[src/rtl/formation_pkg.sv]
// Shared types and constants for the alien formation march controller.
package formation_pkg;

  localparam int unsigned OFFSET_W = 16;

  localparam logic DIR_RIGHT = 1'b0;
  localparam logic DIR_LEFT  = 1'b1;

  typedef enum logic [2:0] {
    IDLE    = 3'd0,
    MARCH   = 3'd1,
    DESCEND = 3'd2,
    CLEARED = 3'd3,
    INVADED = 3'd4
  } march_state_t;

  // Index width that stays at least one bit for single-entry dimensions.
  function automatic int unsigned idx_w(input int unsigned n);
    return (n > 1) ? $clog2(n) : 1;
  endfunction

endpackage

[src/rtl/formation_extent.sv]
// Combinational extents of the live formation: outermost columns, bottom row
// and live-alien count.
module formation_extent
  import formation_pkg::*;
#(
  parameter int unsigned NUM_ROWS = 3,
  parameter int unsigned NUM_COLS = 5,
  parameter int unsigned COL_W    = idx_w(NUM_COLS),
  parameter int unsigned ROW_W    = idx_w(NUM_ROWS),
  parameter int unsigned CNT_W    = $clog2(NUM_ROWS*NUM_COLS + 1)
) (
  input  logic [NUM_ROWS*NUM_COLS-1:0] alive_matrix,
  output logic [COL_W-1:0]             col_l,
  output logic [COL_W-1:0]             col_r,
  output logic [ROW_W-1:0]             row_b,
  output logic [CNT_W-1:0]             n_alive,
  output logic                         any_alive
);

  logic [NUM_COLS-1:0] col_live;
  logic [NUM_ROWS-1:0] row_live;

  always_comb begin
    col_live = '0;
    row_live = '0;
    col_l    = '0;
    col_r    = '0;
    row_b    = '0;
    n_alive  = '0;
    for (int r = 0; r < NUM_ROWS; r++) begin
      for (int c = 0; c < NUM_COLS; c++) begin
        if (alive_matrix[r*NUM_COLS + c]) begin
          col_live[c] = 1'b1;
          row_live[r] = 1'b1;
        end
      end
    end
    // Scan from the far side so the last hit wins.
    for (int c = NUM_COLS - 1; c >= 0; c--) begin
      if (col_live[c]) col_l = COL_W'(c);
    end
    for (int c = 0; c < NUM_COLS; c++) begin
      if (col_live[c]) col_r = COL_W'(c);
    end
    for (int r = 0; r < NUM_ROWS; r++) begin
      if (row_live[r]) row_b = ROW_W'(r);
    end
    for (int i = 0; i < NUM_ROWS*NUM_COLS; i++) begin
      n_alive = n_alive + CNT_W'(alive_matrix[i]);
    end
  end

  assign any_alive = |alive_matrix;

endmodule

[src/rtl/formation_march_controller.sv]
// Turns frame ticks into formation march steps: sideways moves, row drops,
// and the cleared / invaded end conditions.
module formation_march_controller
  import formation_pkg::*;
#(
  parameter int NUM_ROWS         = 3,
  parameter int NUM_COLS         = 5,
  parameter int ALIEN_SPACING_X  = 64,
  parameter int ALIEN_SPACING_Y  = 32,
  parameter int START_X          = 100,
  parameter int START_Y          = 50,
  parameter int ALIEN_W          = 32,
  parameter int ALIEN_H          = 16,
  parameter int BOUND_L          = 0,
  parameter int BOUND_R          = 640,
  parameter int INVADE_Y         = 400,
  parameter int STEP_X           = 8,
  parameter int STEP_Y           = 16,
  parameter int MIN_PERIOD       = 2,
  parameter int PERIOD_PER_ALIEN = 2
) (
  input  logic                             clk,
  input  logic                             rst,
  input  logic                             frame_tick,
  input  logic                             enable,
  input  logic                             restart,
  input  logic [NUM_ROWS*NUM_COLS-1:0]     alive_matrix,
  output logic signed [OFFSET_W-1:0]       offset_x,
  output logic [OFFSET_W-1:0]              offset_y,
  output logic                             step_pulse,
  output logic                             direction,
  output logic                             descending,
  output logic                             cleared,
  output logic                             invaded,
  output logic [2:0]                       state_o
);

  localparam int unsigned COL_W  = idx_w(NUM_COLS);
  localparam int unsigned ROW_W  = idx_w(NUM_ROWS);
  localparam int unsigned CNT_W  = $clog2(NUM_ROWS*NUM_COLS + 1);
  localparam int unsigned EDGE_W = OFFSET_W + 1;
  localparam int unsigned PER_W  = 16;

  march_state_t                state_q, state_d;
  logic [PER_W-1:0]            frame_cnt_q, frame_cnt_d;
  logic signed [OFFSET_W-1:0]  offset_x_q, offset_x_d;
  logic [OFFSET_W-1:0]         offset_y_q, offset_y_d;
  logic                        direction_q, direction_d;
  logic                        step_pulse_q, step_pulse_d;
  logic                        descending_q, descending_d;
  logic                        cleared_q, cleared_d;
  logic                        invaded_q, invaded_d;

  logic [COL_W-1:0]  col_l_c;
  logic [COL_W-1:0]  col_r_c;
  logic [ROW_W-1:0]  row_b_c;
  logic [CNT_W-1:0]  n_alive_c;
  logic              any_alive_c;

  formation_extent #(
    .NUM_ROWS (NUM_ROWS),
    .NUM_COLS (NUM_COLS),
    .COL_W    (COL_W),
    .ROW_W    (ROW_W),
    .CNT_W    (CNT_W)
  ) u_extent (
    .alive_matrix (alive_matrix),
    .col_l        (col_l_c),
    .col_r        (col_r_c),
    .row_b        (row_b_c),
    .n_alive      (n_alive_c),
    .any_alive    (any_alive_c)
  );

  logic [PER_W-1:0]  period_c;
  logic [EDGE_W-1:0] ext_x_c;
  logic [EDGE_W-1:0] edge_r_c;
  logic [EDGE_W-1:0] edge_l_c;
  logic [EDGE_W-1:0] bottom_next_c;
  logic              blocked_r_c;
  logic              blocked_l_c;
  logic              blocked_c;
  logic              step_due_c;
  logic              invade_c;
  logic              active_c;

  // Period only meaningful with at least one alien; clear overrides otherwise.
  assign period_c   = PER_W'(MIN_PERIOD)
                    + PER_W'((int'(n_alive_c) - 1) * PERIOD_PER_ALIEN);
  assign step_due_c = (frame_cnt_q + PER_W'(1)) >= period_c;

  // 17-bit signed edge positions so offsets near the bounds never wrap.
  assign ext_x_c  = {offset_x_q[OFFSET_W-1], offset_x_q};
  assign edge_r_c = EDGE_W'(START_X + ALIEN_W)
                  + EDGE_W'(int'(col_r_c) * ALIEN_SPACING_X) + ext_x_c;
  assign edge_l_c = EDGE_W'(START_X)
                  + EDGE_W'(int'(col_l_c) * ALIEN_SPACING_X) + ext_x_c;

  assign blocked_r_c = $signed(edge_r_c + EDGE_W'(STEP_X)) > $signed(EDGE_W'(BOUND_R));
  assign blocked_l_c = $signed(edge_l_c - EDGE_W'(STEP_X)) < $signed(EDGE_W'(BOUND_L));
  assign blocked_c   = (direction_q == DIR_LEFT) ? blocked_l_c : blocked_r_c;

  // Bottom edge as it would be after a drop taken this cycle.
  assign bottom_next_c = EDGE_W'(START_Y + ALIEN_H + STEP_Y)
                       + EDGE_W'(int'(row_b_c) * ALIEN_SPACING_Y)
                       + EDGE_W'(offset_y_q);
  assign invade_c      = bottom_next_c >= EDGE_W'(INVADE_Y);

  assign active_c = (state_q == MARCH) || (state_q == DESCEND);

  always_comb begin
    state_d      = state_q;
    frame_cnt_d  = frame_cnt_q;
    offset_x_d   = offset_x_q;
    offset_y_d   = offset_y_q;
    direction_d  = direction_q;
    step_pulse_d = 1'b0;
    descending_d = 1'b0;
    cleared_d    = cleared_q;
    invaded_d    = invaded_q;

    if (restart) begin
      state_d     = IDLE;
      frame_cnt_d = '0;
      offset_x_d  = '0;
      offset_y_d  = '0;
      direction_d = DIR_RIGHT;
      cleared_d   = 1'b0;
      invaded_d   = 1'b0;
    end else if (((state_q == IDLE) || active_c) && !any_alive_c) begin
      state_d   = CLEARED;
      cleared_d = 1'b1;
    end else begin
      unique case (state_q)
        IDLE: begin
          if (enable) state_d = MARCH;
        end
        MARCH, DESCEND: begin
          if (enable) begin
            state_d = blocked_c ? DESCEND : MARCH;
            if (frame_tick) begin
              if (step_due_c) begin
                frame_cnt_d  = '0;
                step_pulse_d = 1'b1;
                if (blocked_c) begin
                  descending_d = 1'b1;
                  offset_y_d   = offset_y_q + OFFSET_W'(STEP_Y);
                  direction_d  = ~direction_q;
                  state_d      = MARCH;
                  if (invade_c) begin
                    state_d   = INVADED;
                    invaded_d = 1'b1;
                  end
                end else if (direction_q == DIR_RIGHT) begin
                  offset_x_d = offset_x_q + OFFSET_W'(STEP_X);
                end else begin
                  offset_x_d = offset_x_q - OFFSET_W'(STEP_X);
                end
              end else begin
                frame_cnt_d = frame_cnt_q + PER_W'(1);
              end
            end
          end
        end
        default: ;
      endcase
    end
  end

  always_ff @(posedge clk or posedge rst) begin
    if (rst) begin
      state_q      <= IDLE;
      frame_cnt_q  <= '0;
      offset_x_q   <= '0;
      offset_y_q   <= '0;
      direction_q  <= DIR_RIGHT;
      step_pulse_q <= 1'b0;
      descending_q <= 1'b0;
      cleared_q    <= 1'b0;
      invaded_q    <= 1'b0;
    end else begin
      state_q      <= state_d;
      frame_cnt_q  <= frame_cnt_d;
      offset_x_q   <= offset_x_d;
      offset_y_q   <= offset_y_d;
      direction_q  <= direction_d;
      step_pulse_q <= step_pulse_d;
      descending_q <= descending_d;
      cleared_q    <= cleared_d;
      invaded_q    <= invaded_d;
    end
  end

  assign offset_x   = offset_x_q;
  assign offset_y   = offset_y_q;
  assign step_pulse = step_pulse_q;
  assign direction  = direction_q;
  assign descending = descending_q;
  assign cleared    = cleared_q;
  assign invaded    = invaded_q;
  assign state_o    = state_q;

endmodule

[config.mk]
export PLATFORM = sky130hd
export DESIGN_NAME = formation_march_controller
export DESIGN_NICKNAME = d
export VERILOG_FILES = /design/src/rtl/formation_pkg.sv /design/src/rtl/formation_extent.sv /design/src/rtl/formation_march_controller.sv
export SDC_FILE = /design/constraint.sdc
export NUM_CORES = 1
export LEC_CHECK = 0
export CAP_MARGIN = 10
export CORE_MARGIN = 10
export CORE_UTILIZATION = 40
export CTS_CLUSTER_SIZE = 24
export DETAILED_ROUTE_END_ITERATION = 12
export PLACE_DENSITY = 0.64
export SLEW_MARGIN = 10
export SYNTH_ARGS = -nofsm -noshare
export SYNTH_HDL_FRONTEND = slang
export SYNTH_HIERARCHICAL = 1
export SYNTH_SLANG_ARGS = --single-unit
[constraint.sdc]
create_clock -name clk -period 5.4 [get_ports clk]
set_input_delay 1.08 -clock clk [delete_from_list [all_inputs] [get_ports clk]]
set_output_delay 1.08 -clock clk [all_outputs]
set_load 0.01 [all_outputs]
==> impl_metrics.json <==
{
  "area_growth_pct": 37.9,
  "wirelength_mm": 12.7,
  "setup_violations": 48,
  "cpMaxStageDelayCell": "fa_1",
  "clockBufferDepth": 2,
  "powerDensity_nw_per_um2": 322,
  "via_per_inst": 5.48,
  "antenna_found_initial": 0,
  "gr-max-usage-layer": "met2",
  "gp_congestion": 0.820,
  "numPortBuffers": 52,
  "status": "complete, but fails checks",
  "synth_edf_count": 0,
  "nNetsFinal": 717,
  "groute.layer.met3.usage_pct": 2.19,
  "slew_headroom_pct": 30.7,
  "rsz0062_at_grt": "true",
  "maxCapViolCount": 0,
  "use_met1_pct": 18.6,
  "synth_warnings": 6,
  "grt_max_degree": 50,
  "clock-sinks": 49,
  "die_area_sq_um": 16100,
  "timing.final.crit_share_pct": 124,
  "hold_class": "reg -> reg",
  "cp_max_fo": 8,
  "crit_path_max_incr_delay_ps": 520,
  "cts-buffers-inserted": 5,
  "finalCriticalPeriod_ps": 6710,
  "met2_usage_pct": 27.9,
  "cts.htree.levels": 2,
  "clk_pin_slew_worst_paths_ps": 80,
  "drive_above_1_share_pct": 25.7,
  "grt_pass1_wl_mm": 21.4,
  "power_leakage_nw": 2.97,
  "cp-end-kind": "flop",
  "crit_family": "adder cells",
  "finalPower_mw": 2.03,
  "first_pass_iters": 4,
  "wl_per_cell_um": 16.3,
  "cts_tree": "done",
  "critPathRequiredTime_ps": 5570,
  "grt_pass1_vias": 4455,
  "start_kind": "input pin",
  "async_flop_share_pct": 100,
  "diodes": 0,
  "synth_cells": 533,
  "finalClockSkew_ps": 10.6,
  "place_hpwl_mm": 9.47,
  "rows": 39,
  "insertion_delay_ps": 290,
  "drt_iter0_markers": 253,
  "ys_types": 64,
  "violations": "setup timing",
  "final-hold-violation-count": 0,
  "final-instance-count-excl-fill": 781,
  "syn_avg_cell_area_sq_um": 8.59,
  "critical_path_class": "in -> reg",
  "ys.flop_type": "dfrtp_1",
  "drv_slew": 0,
  "worst-path-buf-inv": 8,
  "grt_overflow": 0,
  "final_area_sq_um": 6310,
  "ant_nets": 0,
  "initial_core_util_pct": 40.5,
  "num_io_pins": 60,
  "worst_hold_slack_ps": 494,
  "cts_root_buf": "clkbuf_16",
  "worst_pin_slew_ps": 1040,
  "fp.dieW_um": 127,
  "synth_area_sq_um": 4580,
  "synth_seq_cells": 49,
  "fmax_mhz": 149,
  "num_vias": 4278,
  "setup_slack_ps": -1310,
  "critPathArrivalTime_ps": 6880,
  "track_usage_pct": 15.3,
  "placed_area_sq_um": 5630,
  "core_sq_um": 11300,
  "fp.dieH_um": 127,
  "place_inst": 759,
  "seq_area_frac_synth_pct": 26.8,
  "ir_worst_vdd_mv": 0.336,
  "crit_path_frequent_cell": "fa_1",
  "drc": 0
}
## state kept, by name, summed over array words and instances (netlist names)
signal       flops
offset_x        13
frame_cnt_q     16
step_pulse       1
state_o          3
offset_y        12
invaded          1
direction        1
cleared          1
descending       1
## metrics by stage
step	utilization [%]	TNS, ps	worst slack [ps]
2_1_floorplan	-	-54950	-1390
3_3_place_gp	49.8	-83290	-1830
3_5_place_dp	49.8	-91560	-2020
4_1_cts	53.9	-56740	-1320
5_1_grt	55.8	-66800	-1520
6_report	55.8	-56660	-1310
## kinds of logic after synthesis
kind of cell / count (synthesis) / share of synthesized area (%)
and+or+nand+nor: 178 / 20.5
DFF: 49 / 26.8
muxes: 6 / 1.64
xor gates and xnor gates: 31 / 5.93
AOI/OAI and AO/OA: 135 / 20.1
buffers and inverters: 73 / 6.80
adders and majority gates: 60 / 18.2
other: 1 / 0.0819
## power breakdown
part / leakage [nW] / internal (mW) / switching (mW)
registers: 0.681 / 0.372 / 0.0113
logic: 2.21 / 0.667 / 0.611
clock network: 0.0819 / 0.222 / 0.150
total: 2.97 / 1.26 / 0.773
## cell usage in the layout (no fill, tap or decap), types with 7 or more instances in the layout
cell type,synthesis,final
fa_1,11,10
buf_4,7,42
dfrtp_1,49,49
o21ai_1,1,10
buf_6,1,18
a21oi_2,0,8
o21ai_2,0,10
and3_1,7,7
conb_1,1,7
xnor2_1,17,16
a21oi_1,38,29
nand2_1,31,26
clkdlybuf4s50_1,0,46
ha_1,49,43
o21ai_0,31,12
nand3_1,23,22
inv_1,52,46
a21o_1,13,13
xor2_1,14,14
a22o_1,10,10
nor3_1,16,11
nor2_1,40,37
## cell usage after synthesis, types with 3 or more instances
cell / n / share of area [%]
fa_1: 11 / 4.8
a22o_1: 10 / 1.9
and3_1: 7 / 0.96
nand4_1: 5 / 0.68
a21oi_1: 38 / 4.2
o211a_1: 3 / 0.66
buf_2: 3 / 0.33
a211oi_1: 4 / 0.66
a2111oi_0: 3 / 0.57
or4_1: 4 / 0.66
mux2_2: 4 / 0.98
ha_1: 49 / 13
o31ai_1: 6 / 0.98
xnor2_1: 17 / 3.3
nor4_1: 9 / 1.2
buf_4: 7 / 1.1
nor2_1: 40 / 3.3
nand2_1: 31 / 2.5
dfrtp_1: 49 / 27
o311ai_0: 3 / 0.57
inv_1: 52 / 4.3
clkbuf_1: 10 / 0.82
a21o_1: 13 / 2.1
xor2_1: 14 / 2.7
nor2b_1: 9 / 1.2
nor3_1: 16 / 1.7
or3_1: 10 / 1.4
or2_2: 6 / 0.82
o21ai_0: 31 / 3.4
nand3_1: 23 / 2.5
## cell type report
cell class	count	area, sq um
clock buffers	5	125
clock inverters	3	48.8
fillers	1017	5010
inverters	52	195
multi-input cells	417	3470
flip-flops and latches	49	1230
well taps	143	179
repair buffers	112	1070
## repair_timing
action	in CTS	in global routing
pin swaps	47	22
endpoints found under the hold margin	0	0
gates resized for setup	77	40
setup buffers	11	2
gates cloned	3	0
hold buffers	0	0
endpoints found under the setup margin	48	48
## final timing paths
kind / slack, ps / endpoint / from / depth (start not counted)
min in group asynchronous: 1360 / invaded$_DFFE_PP0P_ / rst / 2
hold reg to reg: 490 / frame_cnt_q[15]$_DFFE_PP0P_ / frame_cnt_q[15]$_DFFE_PP0P_ / 1
max in group asynchronous: 3400 / frame_cnt_q[11]$_DFFE_PP0P_ / rst / 2
setup / recovery: -1310 / offset_x[13]$_DFFE_PP0P_ / alive_matrix[5] / 25
setup reg to reg: 1020 / offset_x[15]$_DFFE_PP0P_ / frame_cnt_q[0]$_DFFE_PP0P_ / 17
hold / removal: 490 / frame_cnt_q[15]$_DFFE_PP0P_ / frame_cnt_q[15]$_DFFE_PP0P_ / 1
## per-layer routing
metal / routed length [um] / share of wire [%] / vias up
li1: - / - / 2108
met1: 5580 / 44 / 2087
met2: 6600 / 52 / 69
met3: 341 / 2.7 / 14
met4: 182 / 1.4 / 0
met5: 0 / 0 / -
Power figures use the tool's default switching activity.
